**src/rtl/fetch_unit_if.sv**
```systemverilog
// Fetch-stage bus bundle: instruction-memory handshake plus the decoder-facing slot.
interface fetch_unit_if #(
   parameter int unsigned ADDR_W = 16
);
   logic [ADDR_W-1:0] mem_addr;
   logic              mem_rd;
   logic [15:0]       mem_rdata;
   logic              mem_ready;
   logic              stall;
   logic [15:0]       instr;
   logic [ADDR_W-1:0] instr_pc;
   logic              instr_valid;

   modport master (
      output mem_addr, mem_rd, instr, instr_pc, instr_valid,
      input  mem_rdata, mem_ready, stall
   );

   modport slave (
      input  mem_addr, mem_rd, instr, instr_pc, instr_valid,
      output mem_rdata, mem_ready, stall
   );
endinterface

```
**src/rtl/fetch_unit.sv**
```systemverilog
// Instruction fetch stage: owns the PC, fetches 16-bit words over an
// address/ready handshake and presents one instruction at a time in a
// registered slot, with redirect flush and halt parking.
module fetch_unit #(
   parameter int unsigned           ADDR_W   = 16,
   parameter logic [ADDR_W-1:0]     RESET_PC = '0,
   parameter logic [15:0]           NOP_WORD = 16'h0020
) (
   input  logic              clock,
   input  logic              reset,
   fetch_unit_if.master      bus,
   input  logic              redirect_valid,
   input  logic [ADDR_W-1:0] redirect_target,
   input  logic              halt
);

   typedef enum logic [1:0] {
      BOOT,
      FETCH,
      WAIT_FULL,
      HALTED
   } state_e;

   state_e            state_q, state_d;
   logic [ADDR_W-1:0] pc_q, pc_d;
   logic              mem_rd_q, mem_rd_d;
   logic [15:0]       instr_q, instr_d;
   logic [ADDR_W-1:0] instr_pc_q, instr_pc_d;
   logic              instr_valid_q, instr_valid_d;
   logic              accept;

   // A word is taken only when no higher-priority event wins and the slot can move.
   assign accept = mem_rd_q && bus.mem_ready && !redirect_valid && !halt
                   && (!instr_valid_q || !bus.stall);

   assign bus.mem_addr    = pc_q;
   assign bus.mem_rd      = mem_rd_q;
   assign bus.instr       = instr_q;
   assign bus.instr_pc    = instr_pc_q;
   assign bus.instr_valid = instr_valid_q;

   // State and datapath registers with asynchronous active-low reset.
   always_ff @(posedge clock or negedge reset) begin
      if (!reset) begin
         state_q       <= BOOT;
         pc_q          <= RESET_PC;
         mem_rd_q      <= 1'b0;
         instr_q       <= NOP_WORD;
         instr_pc_q    <= '0;
         instr_valid_q <= 1'b0;
      end else begin
         state_q       <= state_d;
         pc_q          <= pc_d;
         mem_rd_q      <= mem_rd_d;
         instr_q       <= instr_d;
         instr_pc_q    <= instr_pc_d;
         instr_valid_q <= instr_valid_d;
      end
   end

   // Next-state selection: halt beats redirect beats normal sequencing.
   always_comb begin
      state_d = state_q;
      if (halt) begin
         state_d = HALTED;
      end else if (redirect_valid) begin
         state_d = FETCH;
      end else begin
         unique case (state_q)
            BOOT:      state_d = FETCH;
            FETCH:     if (instr_valid_q && bus.stall && !accept) state_d = WAIT_FULL;
            WAIT_FULL: if (!bus.stall) state_d = FETCH;
            HALTED:    state_d = HALTED;
            default:   state_d = BOOT;
         endcase
      end
   end

   // PC, fetch request and slot updates for the current state and events.
   always_comb begin
      pc_d          = pc_q;
      mem_rd_d      = mem_rd_q;
      instr_d       = instr_q;
      instr_pc_d    = instr_pc_q;
      instr_valid_d = instr_valid_q;
      if (halt) begin
         mem_rd_d      = 1'b0;
         instr_d       = NOP_WORD;
         instr_pc_d    = '0;
         instr_valid_d = 1'b0;
      end else if (redirect_valid) begin
         pc_d          = redirect_target;
         mem_rd_d      = 1'b1;
         instr_d       = NOP_WORD;
         instr_pc_d    = '0;
         instr_valid_d = 1'b0;
      end else begin
         unique case (state_q)
            BOOT: mem_rd_d = 1'b1;
            FETCH: begin
               if (accept) begin
                  instr_d       = bus.mem_rdata;
                  instr_pc_d    = pc_q;
                  instr_valid_d = 1'b1;
                  pc_d          = pc_q + ADDR_W'(1);
               end else if (instr_valid_q && !bus.stall) begin
                  instr_d       = NOP_WORD;
                  instr_valid_d = 1'b0;
               end else if (instr_valid_q && bus.stall) begin
                  mem_rd_d = 1'b0;
               end
            end
            WAIT_FULL: begin
               if (!bus.stall) begin
                  mem_rd_d      = 1'b1;
                  instr_d       = NOP_WORD;
                  instr_valid_d = 1'b0;
               end
            end
            HALTED:  mem_rd_d = 1'b0;
            default: mem_rd_d = 1'b0;
         endcase
      end
   end

endmodule

```
**src/flat_wrapper.sv**
```systemverilog
// flat-port wrapper written by rule: the top's interface ports become plain ports
module fetch_unit_flat 
#(
   parameter int unsigned           ADDR_W   = 16,
   parameter logic [ADDR_W-1:0]     RESET_PC = '0,
   parameter logic [15:0]           NOP_WORD = 16'h0020
)
  (clock, reset, redirect_valid, redirect_target, halt, bus_mem_addr, bus_mem_rd, bus_instr, bus_instr_pc, bus_instr_valid, bus_mem_rdata, bus_mem_ready, bus_stall);
  fetch_unit_if #(.ADDR_W(ADDR_W)) bus_i ();
  input  logic clock;
  input  logic reset;
  input  logic redirect_valid;
  input  logic [ADDR_W-1:0] redirect_target;
  input  logic halt;
  output wire logic [$bits(bus_i.mem_addr)-1:0] bus_mem_addr;
  output wire logic [$bits(bus_i.mem_rd)-1:0] bus_mem_rd;
  output wire logic [$bits(bus_i.instr)-1:0] bus_instr;
  output wire logic [$bits(bus_i.instr_pc)-1:0] bus_instr_pc;
  output wire logic [$bits(bus_i.instr_valid)-1:0] bus_instr_valid;
  input wire logic [$bits(bus_i.mem_rdata)-1:0] bus_mem_rdata;
  input wire logic [$bits(bus_i.mem_ready)-1:0] bus_mem_ready;
  input wire logic [$bits(bus_i.stall)-1:0] bus_stall;
  assign bus_mem_addr = bus_i.mem_addr;
  assign bus_mem_rd = bus_i.mem_rd;
  assign bus_instr = bus_i.instr;
  assign bus_instr_pc = bus_i.instr_pc;
  assign bus_instr_valid = bus_i.instr_valid;
  assign bus_i.mem_rdata = bus_mem_rdata;
  assign bus_i.mem_ready = bus_mem_ready;
  assign bus_i.stall = bus_stall;
  fetch_unit #(.ADDR_W(ADDR_W), .RESET_PC(RESET_PC), .NOP_WORD(NOP_WORD)) u_core (.clock(clock), .reset(reset), .bus(bus_i), .redirect_valid(redirect_valid), .redirect_target(redirect_target), .halt(halt));
endmodule
```
**config.mk**
```make
export PLATFORM = sky130hd
export DESIGN_NAME = fetch_unit_flat
export DESIGN_NICKNAME = d
export VERILOG_FILES = /design/src/rtl/fetch_unit_if.sv /design/src/rtl/fetch_unit.sv /design/src/flat_wrapper.sv
export SDC_FILE = /design/constraint.sdc
export NUM_CORES = 1
export LEC_CHECK = 0
export ABC_AREA = 1
export BUFFER_PORTS_ARGS = -buffer_cell sky130_fd_sc_hd__buf_2
export CAP_MARGIN = 20
export CORE_ASPECT_RATIO = 0.6
export CORE_MARGIN = 4
export CORE_UTILIZATION = 54
export CTS_BUF_LIST = sky130_fd_sc_hd__clkbuf_4
export DETAILED_ROUTE_END_ITERATION = 10
export MAX_ROUTING_LAYER = met4
export PLACE_DENSITY_LB_ADDON = 0.1
export SLEW_MARGIN = 20
export SYNTH_ARGS = -nofsm -noshare
export SYNTH_HDL_FRONTEND = slang
export SYNTH_SLANG_ARGS = --single-unit
export TNS_END_PERCENT = 100
```
**constraint.sdc**
```tcl
create_clock -name clock -period 3.84 [get_ports clock]
set_input_delay 0.576 -clock clock [delete_from_list [all_inputs] [get_ports clock]]
set_output_delay 0.576 -clock clock [all_outputs]
set_load 0.005 [all_outputs]
```
==> summary.md, run 1 <==
| Metric | Value |
|---|---|
| Fin Clk Skew | 0.0143 ns |
| Die outline area | 6390 um2 |
| Source-to-sink clock delay at the later pin of the worst-skew pair | 0.38 ns |
| Vert. Die Dim | roughly 64 um |
| CP Data Required Time | between 4 and 5 ns |
| Cell area power density | around 380 nW/um2 |
| Wire length of the first global-routing pass | around 12 mm |
| Setup slack of the most critical reg-to-reg path | between 1.5 and 2 ns |
| Mapped Nets | between 400 and 500 |
| Clock Sinks | between 50 and 60 |
| Number of warnings issued by yosys | 0 |
| Design area | between 3000 and 4000 um2 |
| Shortest clock period the worst path allows after layout | between 2 and 2.5 ns |
| Number of levels the H-tree was split into | 2 |
| DP Area | ~3200 um2 |
| Reg clk slew, reported paths | 0.16 ns |
| Crit path DAT | 2.42 ns |
| Number of remaining DRC errors | 0 |
| Area Overhead vs Synth | 18.4% |
| ANT cells | 0 |
| Num ports | between 80 and 90 |
| PnR Total Power | 1.24 mW |
| Type of the setup path with the least slack | register to register |
| Final #Nets | about 490 |
| Number of vias in the routed layout | 2700 |
| Average wire per standard cell | 14.7 um |
| End point of the most critical hold path | u_core.bus.instr[10]$_DFFE_PN0P_ |
| Largest buffer count on any clock path | 2 |
| Number of antenna violations at the first check in global routing | 0 |
| Die width | about 100 um |
| Max stage delay on crit path | between 0.5 and 0.6 ns |
| Total Negative Setup Slacks | 0 ns |
| Commonest cells after routing, fill and taps aside | sky130_fd_sc_hd__nand2_1, sky130_fd_sc_hd__buf_2, sky130_fd_sc_hd__dfrtp_1 |
| Reg2reg start | u_core.state_q[0]$_DFFE_PN0P_ |
| Number of library cell types mapped by synthesis | 30 |
| Fraction of layout instances using a drive strength above 1 | 25.3% |
| Synth Register Bits | 52 |
| Worst slew margin relative to its limit | 58.1% |
| Combined buffer and inverter count along the critical path | 2 |
| Detail Placement HPWL | around 5.5 mm |
| Area fraction in compound gates after synthesis | about 8.4% |
| Maximum number of pins on one net before global-route repair | 51 |
| Max VDD drop | 0.211 mV |
| Hold Path Origin | bus_mem_rdata[10] |
| Category of the worst setup path capture point | register |
| Clock root buffer master | sky130_fd_sc_hd__clkbuf_4 |
| Starting DRT DRC Count | ~240 |
| Count of port buffers added during placement | 87 |
| Maximum clock rate | around 480 MHz |
| Number of max-capacitance violations reported | 0 |
| Global routing usage summed across all routing layers | between 20% and 30% |
| Synth Area per Inst | about 7.7 um2 |
| Number of instances on the worst hold path | 3 |
| Largest fanout on the critical path | 17 |
| Synth Area in XOR/XNOR | 0.316% |
| Number of nets with antenna violations after detailed routing | 0 |
| Family with the most delay on the worst path | simple AND/OR/NAND/NOR gates |
| Residual overflow from global routing | 0 |
| Starting Density | just under 60% |
| Std-Cell Core Area | between 4000 and 5000 um2 |
| Simple-gate portion of the synthesized area | about a third |
| Post-synthesis adder-cell area fraction | 2.25% |
| TritonRoute pass-1 iters | 5 |
| CTS tree | done |
| Status | completed |
| Endpoint of the worst register-to-register path | u_core.state_q[1]$_DFFE_PN0P_ |
| Synth Cell Area | between 2000 and 3000 um2 |
| Sequential fraction of the synthesis area | a little under half |
| CTS buffer count | 5 |
| Final count of hold timing violations | 0 |
| Main combinational cell family by area after synthesis | simple AND/OR/NAND/NOR gates |
| Via count of the first global-routing pass | around 2400 |
| Static power due to leakage | 1.84 nW |
| Hold WS | about 0.42 ns |
| Via density | ~5.3 |
| Weighted congestion reported at the end of routability-driven placement | 0.939 |
| Startpoint types | register |
| Worst-case reg-to-reg path depth | 7 |
| Leading cell type in the layout, fill and taps excluded | sky130_fd_sc_hd__nand2_1 |
| Final-report max-slew violation count | 0 |
| Hold crit path type | primary input to register |
| Post-Route WL | ~7.4 mm |
| Mux cell area share after synthesis | 0% |
| Count of endpoints failing setup in the final report | 0 |
| Post-cts repair resize count | 0 |
| Cell chain of the critical path | inv_1 > ha_1 > clkinv_1 > nor3_1 > nor2_2 > nand3_1 > o21a_1 |
| Period utilization | 54.5% |
| Number of instances in the synthesized netlist | 359 |
| Measured slew at the worst slew-check pin | approximately 0.63 ns |
| Critical Path Slowest Stage Cell | sky130_fd_sc_hd__nor3_1 |
| Setup repair after global routing missed its margin | false |
| Cell row count | 19 |
## sequential cells by signal, summed over array words and instances (netlist names)
signal	flops
u_core.state_q	2
u_core.bus.mem_rd	1
u_core.bus.mem_addr	16
u_core.bus.instr_valid	1
u_core.bus.instr	16
u_core.bus.instr_pc	16
## repair_timing
action,CTS,global route
hold buffers,1,0
buffers inserted,0,0
hold endpoints to repair,2,0
## worst max-delay path by stage
stage                                       start                            endpoint  slack [ns]  cells after the start
CTS                 u_core.state_q[0]$_DFFE_PN0P_       u_core.state_q[1]$_DFFE_PN0P_        1.82                      7
global placement                   redirect_valid  u_core.bus.instr_pc[1]$_DFFE_PN0P_        1.66                      7
detailed placement                 redirect_valid  u_core.bus.instr_pc[6]$_DFFE_PN0P_        1.57                      7
global route        u_core.state_q[0]$_DFFE_PN0P_       u_core.state_q[1]$_DFFE_PN0P_        1.60                      7
floorplan           u_core.state_q[1]$_DFFE_PN0P_    u_core.bus.instr[10]$_DFFE_PN0P_        2.37                     10
finish              u_core.state_q[0]$_DFFE_PN0P_       u_core.state_q[1]$_DFFE_PN0P_        1.75                      7
## synthesized netlist by cell type, drive strengths merged
library cell  number  area (um2)
nor3               1        5.00
ha                 5        62.6
clkbuf             3        11.3
a21oi              4        35.0
o31ai              1        7.51
dfstp              1        26.3
nand3             44         245
dfrtp             51        1280
buf               10        70.1
a31oi              2        12.5
nand4             20         125
nor2              31         129
xnor2              1        8.76
inv               34         128
o21a               1        7.51
clkinv             1        3.75
o21ai             34         170
nand2            115         452
## cell families (layout without fill, tap and decap cells)
kind of cell | count (synthesis) | in the layout
xor+xnor | 1 | 1
fa+ha+maj | 5 | 5
buf+inv | 48 | 132
simple gates | 211 | 211
compound gates | 42 | 42
flops | 52 | 52
## area by class of cell
| type | instances | area [um2] |
|---|---|---|
| Inverter | 35 | 131 |
| Multi-Input combinational cell | 259 | 1260 |
| Fill cell | 407 | 1470 |
| Sequential cell | 52 | 1300 |
| Tap cell | 63 | 78.8 |
| Timing Repair Buffer | 89 | 453 |
| Clock inverter | 2 | 16.3 |
| Clock buffer | 6 | 45.0 |
## routing by layer
| layer | GRT usage (%) | wire (um) |
|---|---|---|
| met1 | 37.3 | 3770 |
| met3 | 4.74 | 545 |
| met2 | 32.2 | 3090 |
| met4 | 5.71 | 42 |
| met5 | - | 0 |
## power by group
part / switching (mW) / internal (mW)
clock network: 0.183 / 0.0803
registers: 0.0717 / 0.597
logic: 0.193 / 0.113
total: 0.448 / 0.790
## metrics by stage
stage	worst slack, ns	util (%)	cells
6_report	1.75	69.1	506
5_1_grt	1.60	69.1	506
4_1_cts	1.82	69.1	506
3_5_place_dp	1.57	67.6	497
3_3_place_gp	1.66	67.6	497
2_1_floorplan	2.37	-	359
## worst reg2reg max path, stage by stage, from the launching register on
cell	delay, ns
sky130_fd_sc_hd__dfrtp_1	0.46
sky130_fd_sc_hd__inv_1	0.08
sky130_fd_sc_hd__ha_1	0.19
sky130_fd_sc_hd__clkinv_1	0.44
sky130_fd_sc_hd__nor3_1	0.54
sky130_fd_sc_hd__nor2_2	0.10
sky130_fd_sc_hd__nand3_1	0.11
sky130_fd_sc_hd__o21a_1	0.12
(Power assumes the default switching activity.)
==> inputs of run 2 (changes only) <==
Settings changed: ABC_AREA 1 to 0, CORE_UTILIZATION 54 to 47.
Clock period 3.84 ns to 1.8 ns, I/O delays scaled along.
==> summary.md, run 2 <==
| Metric | Value |
|---|---|
| Starting DRT DRC Count | 158 (-35%) |
| Net Switching | 776 uW (+73%) |
| Maximum clock rate | 528 MHz (+11%) |
| Post-synth top area share | 49.5% (+3.6 points) |
| Std-Cell Core Area | 5180 um2 (+8.9%) |
| Type of the setup path with the least slack | register to register |
| Die outline area | 6770 um2 (+6.0%) |
| CP Data Required Time | 2.07 ns (-2.10 ns) |
| Number of library cell types mapped by synthesis | 46 (+53%) |
| Sw Share | 31.8% (-4.4 points) |
| Synth Area per Inst | 10.2 um2 (+32%) |
| Residual overflow from global routing | 0 (unchanged) |
| Shortest clock period the worst path allows after layout | 1.89 ns (-0.200 ns) |
| Via count of the first global-routing pass | 2339 (-2.0%) |
| Part of the power in combinational logic | 24.1% (-0.7 points) |
| Synth Cell Area | 2580 um2 (-7.2%) |
| Wire length of the first global-routing pass | 12.0 mm (+0.52%) |
| Maximum number of pins on one net before global-route repair | 24 (-53%) |
| Detail Placement HPWL | 5.35 mm (-2.6%) |
| Violations in the final reports | setup timing |
| Number of nets with antenna violations after detailed routing | 0 (unchanged) |
| Final worst-path setup slack | -0.0933 ns (-1.84 ns) |
| Die width | 104 um (+3.0%) |
| Startpoint types | register |
| Via density | 5.58 (+4.5%) |
| Number of antenna violations at the first check in global routing | 0 (unchanged) |
| Hold crit path type | primary input to register |
| Dominant cells by area after synthesis | sky130_fd_sc_hd__dfrtp_1, sky130_fd_sc_hd__nand2_1, sky130_fd_sc_hd__a22o_1 |
| Worst slew margin relative to its limit | 68.1% (+10 points) |
| Area Overhead vs Synth | 33.2% |
| Measured slew at the worst slew-check pin | 0.478 ns (-0.151 ns) |
| Routed length on met3 | 458 um (-16%) |
| Final-report max-slew violation count | 0 (unchanged) |
| Setup repair after global routing missed its margin | true |
| Reg clk slew, reported paths | 0.15 ns (about the same) |
| Reg2reg start | u_core.state_q[1]$_DFFE_PN0P_ |
| Weighted congestion reported at the end of routability-driven placement | 0.873 (-7.1%) |
| Number of vias in the routed layout | 2431 (-10%) |
| Number of remaining DRC errors | 0 (unchanged) |
| Hold WS | 0.108 ns (-0.315 ns) |
| Post-Route WL | 7.30 mm (-2.0%) |
| Yosys top cell by area | sky130_fd_sc_hd__dfrtp_1 |
| Max VDD drop | 0.329 mV (+56%) |
| Num ports | 88 (unchanged) |
| Top-count cell post-synth | sky130_fd_sc_hd__dfrtp_1 |
| Static power due to leakage | 1.70 nW (-8.0%) |
| Worst slack, placed | -0.0561 ns (-1.63 ns) |
| Period utilization | 105% (+51 points) |
| Number of levels the H-tree was split into | 2 (unchanged) |
| Largest fanout on the critical path | 6 (-11) |
| Global routing usage summed across all routing layers | 22.6% (-1.6 points) |
| Leading cell type in the layout, fill and taps excluded | sky130_fd_sc_hd__buf_2 |
| Post-synth EDFFs | 0 (unchanged) |
| ANT cells | 0 (unchanged) |
| Cell row count | 20 (+1) |
| Cell area power density | 711 nW/um2 (+89%) |
| Clock network power share | 21.6% (+0.3 points) |
| Mapped Nets | 296 (-26%) |
| Number of instances in the synthesized netlist | 253 (-30%) |
| Commonest cells post-synth | sky130_fd_sc_hd__dfrtp_1, sky130_fd_sc_hd__nand2_1, sky130_fd_sc_hd__o21ai_0, sky130_fd_sc_hd__a22o_1, sky130_fd_sc_hd__nor2_1 |
| Source-to-sink clock delay at the later pin of the worst-skew pair | 0.37 ns (about the same) |
| Clock root buffer master | sky130_fd_sc_hd__clkbuf_4 |
| Fin Clk Skew | 0.0107 ns (-0.00361 ns) |
| Filler Cell Count | 439 (+7.9%) |
| Cell-internal power | 1.66 mW (+110%) |
| Category of the worst setup path capture point | register |
| Status | finished with violations |
| Final count of hold timing violations | 0 (unchanged) |
| Async S/R FF share, synth | 100% (unchanged) |
| Most common flop cell mapped by yosys | sky130_fd_sc_hd__dfrtp_1 |
| Count of port buffers added during placement | 87 (unchanged) |
| Average wire per standard cell | 16.7 um (+14%) |
| Setup crit start | u_core.state_q[1]$_DFFE_PN0P_ |
| Synth Register Bits | 52 (unchanged) |
| Fraction of layout instances using a drive strength above 1 | 40.3% (+15 points) |
| Final #Nets | 412 (-15%) |
| Multi-input gate area in the final layout | 1220 um2 (-3.0%) |
| Register area | 1300 um2 (about the same) |
| CTS buffer count | 5 (unchanged) |
| Sequential fraction of the synthesis area | 50.6% (+3.6 points) |
| Number of max-capacitance violations reported | 0 (unchanged) |
| Clock Sinks | 52 (unchanged) |
| Uppermost layer routed | met4 |
| Commonest cells after routing, fill and taps aside | sky130_fd_sc_hd__buf_2, sky130_fd_sc_hd__dfrtp_1, sky130_fd_sc_hd__nand2_1 |
| Met1 routed wirelength after detailed routing | 3.72 mm (-1.4%) |
| Count of endpoints failing setup in the final report | 3 (+3) |
| Crit path DAT | 2.16 ns (-0.26 ns) |
| TritonRoute pass-1 iters | 4 (-1) |
| CTS tree | done |
| Relative contribution of sequential cells to total power | 54.4% (+0.4 points) |
| Number of warnings issued by yosys | 0 (unchanged) |
| Largest buffer count on any clock path | 2 (unchanged) |
| Starting Density | 49.7% (-8.6 points) |
| Hold Path Origin | bus_mem_rdata[11] |
| Routed length on met2 | 3.08 mm (-0.26%) |
| Vert. Die Dim | 65.3 um (+2.9%) |
## run 2: cell types whose count changed in the layout (fill, tap and decap cells not counted), moves of 7 or more
cell	delta
sky130_fd_sc_hd__nand3_1	-38
sky130_fd_sc_hd__a21oi_1	+7
sky130_fd_sc_hd__inv_1	-25
sky130_fd_sc_hd__o21ai_0	-13
sky130_fd_sc_hd__o22ai_1	+9
sky130_fd_sc_hd__a22o_1	+15
sky130_fd_sc_hd__nand2_1	-73
sky130_fd_sc_hd__buf_4	+36
sky130_fd_sc_hd__nand4_1	-13
sky130_fd_sc_hd__nor2_1	-16
## run 2: through the flow
stage / cells / setup TNS (ns) / power [mW] / utilization, % / area [um2]
final: 436 / -0.163 / 2.44 / 66.2 / 3430
after CTS: 427 / 0 / 2.42 / 64.2 / 3320
after floorplan: 253 / 0 / 1.60 / - / 2580
after global routing: 436 / -0.414 / 2.58 / 66.2 / 3430
after global placement: 417 / -0.0342 / 1.88 / 62.7 / 3250
after detailed placement: 417 / -0.0561 / 1.89 / 62.7 / 3250
## run 2: final timing paths
check | to | slack (ns) | depth (start not counted)
min | u_core.bus.instr[11]$_DFFE_PN0P_ | 0.11 | 2
min reg2reg | u_core.bus.instr[5]$_DFFE_PN1P_ | 0.48 | 2
max in group asynchronous | u_core.bus.instr[5]$_DFFE_PN1P_ | 0.93 | 3
min in group asynchronous | u_core.bus.instr[11]$_DFFE_PN0P_ | 0.26 | 2
max reg2reg | u_core.bus.mem_addr[14]$_DFFE_PN0P_ | -0.09 | 7
max | u_core.bus.mem_addr[14]$_DFFE_PN0P_ | -0.09 | 7
## run 2: critical path: stages (launching register included)
cell                      delay (ns)
sky130_fd_sc_hd__dfrtp_1        0.42
sky130_fd_sc_hd__inv_2          0.10
sky130_fd_sc_hd__ha_4           0.14
sky130_fd_sc_hd__a21bo_4        0.27
sky130_fd_sc_hd__nor4_4         0.43
sky130_fd_sc_hd__buf_4          0.19
sky130_fd_sc_hd__and4_1         0.19
sky130_fd_sc_hd__nor3_1         0.05
## run 2: power by group through the flow
stage               Combinational [mW]  Clock (mW)  Sequential [mW]
floorplan                        0.263           0             1.34
global placement                 0.537           0             1.34
detailed placement               0.542           0             1.35
CTS                              0.551       0.543             1.32
global route                     0.649       0.589             1.34
finish                           0.587       0.526             1.33
## run 2: area by class of cell
type | instances | share of cell area (%)
multi-input cells | 178 | 35.6
clock inverters | 3 | 0.547
repair buffers | 126 | 21.7
well taps | 66 | 2.41
flip-flops and latches | 52 | 38.0
clock buffers | 5 | 1.09
inverters | 6 | 0.656
## run 2: metal layers
metal  vias up  GRT usage (%)
met3         5           4.22
met5         -              -
met1      1168           34.5
li1       1172              -
met4         0           4.81
met2        86           31.1
## run 2: cells by family (layout without fill, tap and decap cells)
kind of cell             count (synthesis)  after routing  synth area share, %
multiplexers                             3              3                 1.21
XOR/XNOR                                 3              3                 1.02
flip-flops                              52             52                 50.6
buffers and inverters                   23            140                 3.93
AND/OR/NAND/NOR                         88             88                 18.3
adder cells (fa/ha/maj)                  5              5                 2.43
AO/OA/AOI/OAI                           79             79                 22.5
## run 2: repair_timing
| action | 4_1_cts | 5_1_grt |
|---|---|---|
| setup endpoints to repair | 9 | 25 |
| resized for setup | 0 | 8 |
| pin swaps | 1 | 6 |
| hold endpoints to repair | 8 | 0 |
| buffers inserted | 1 | 9 |
| hold buffers | 1 | 0 |
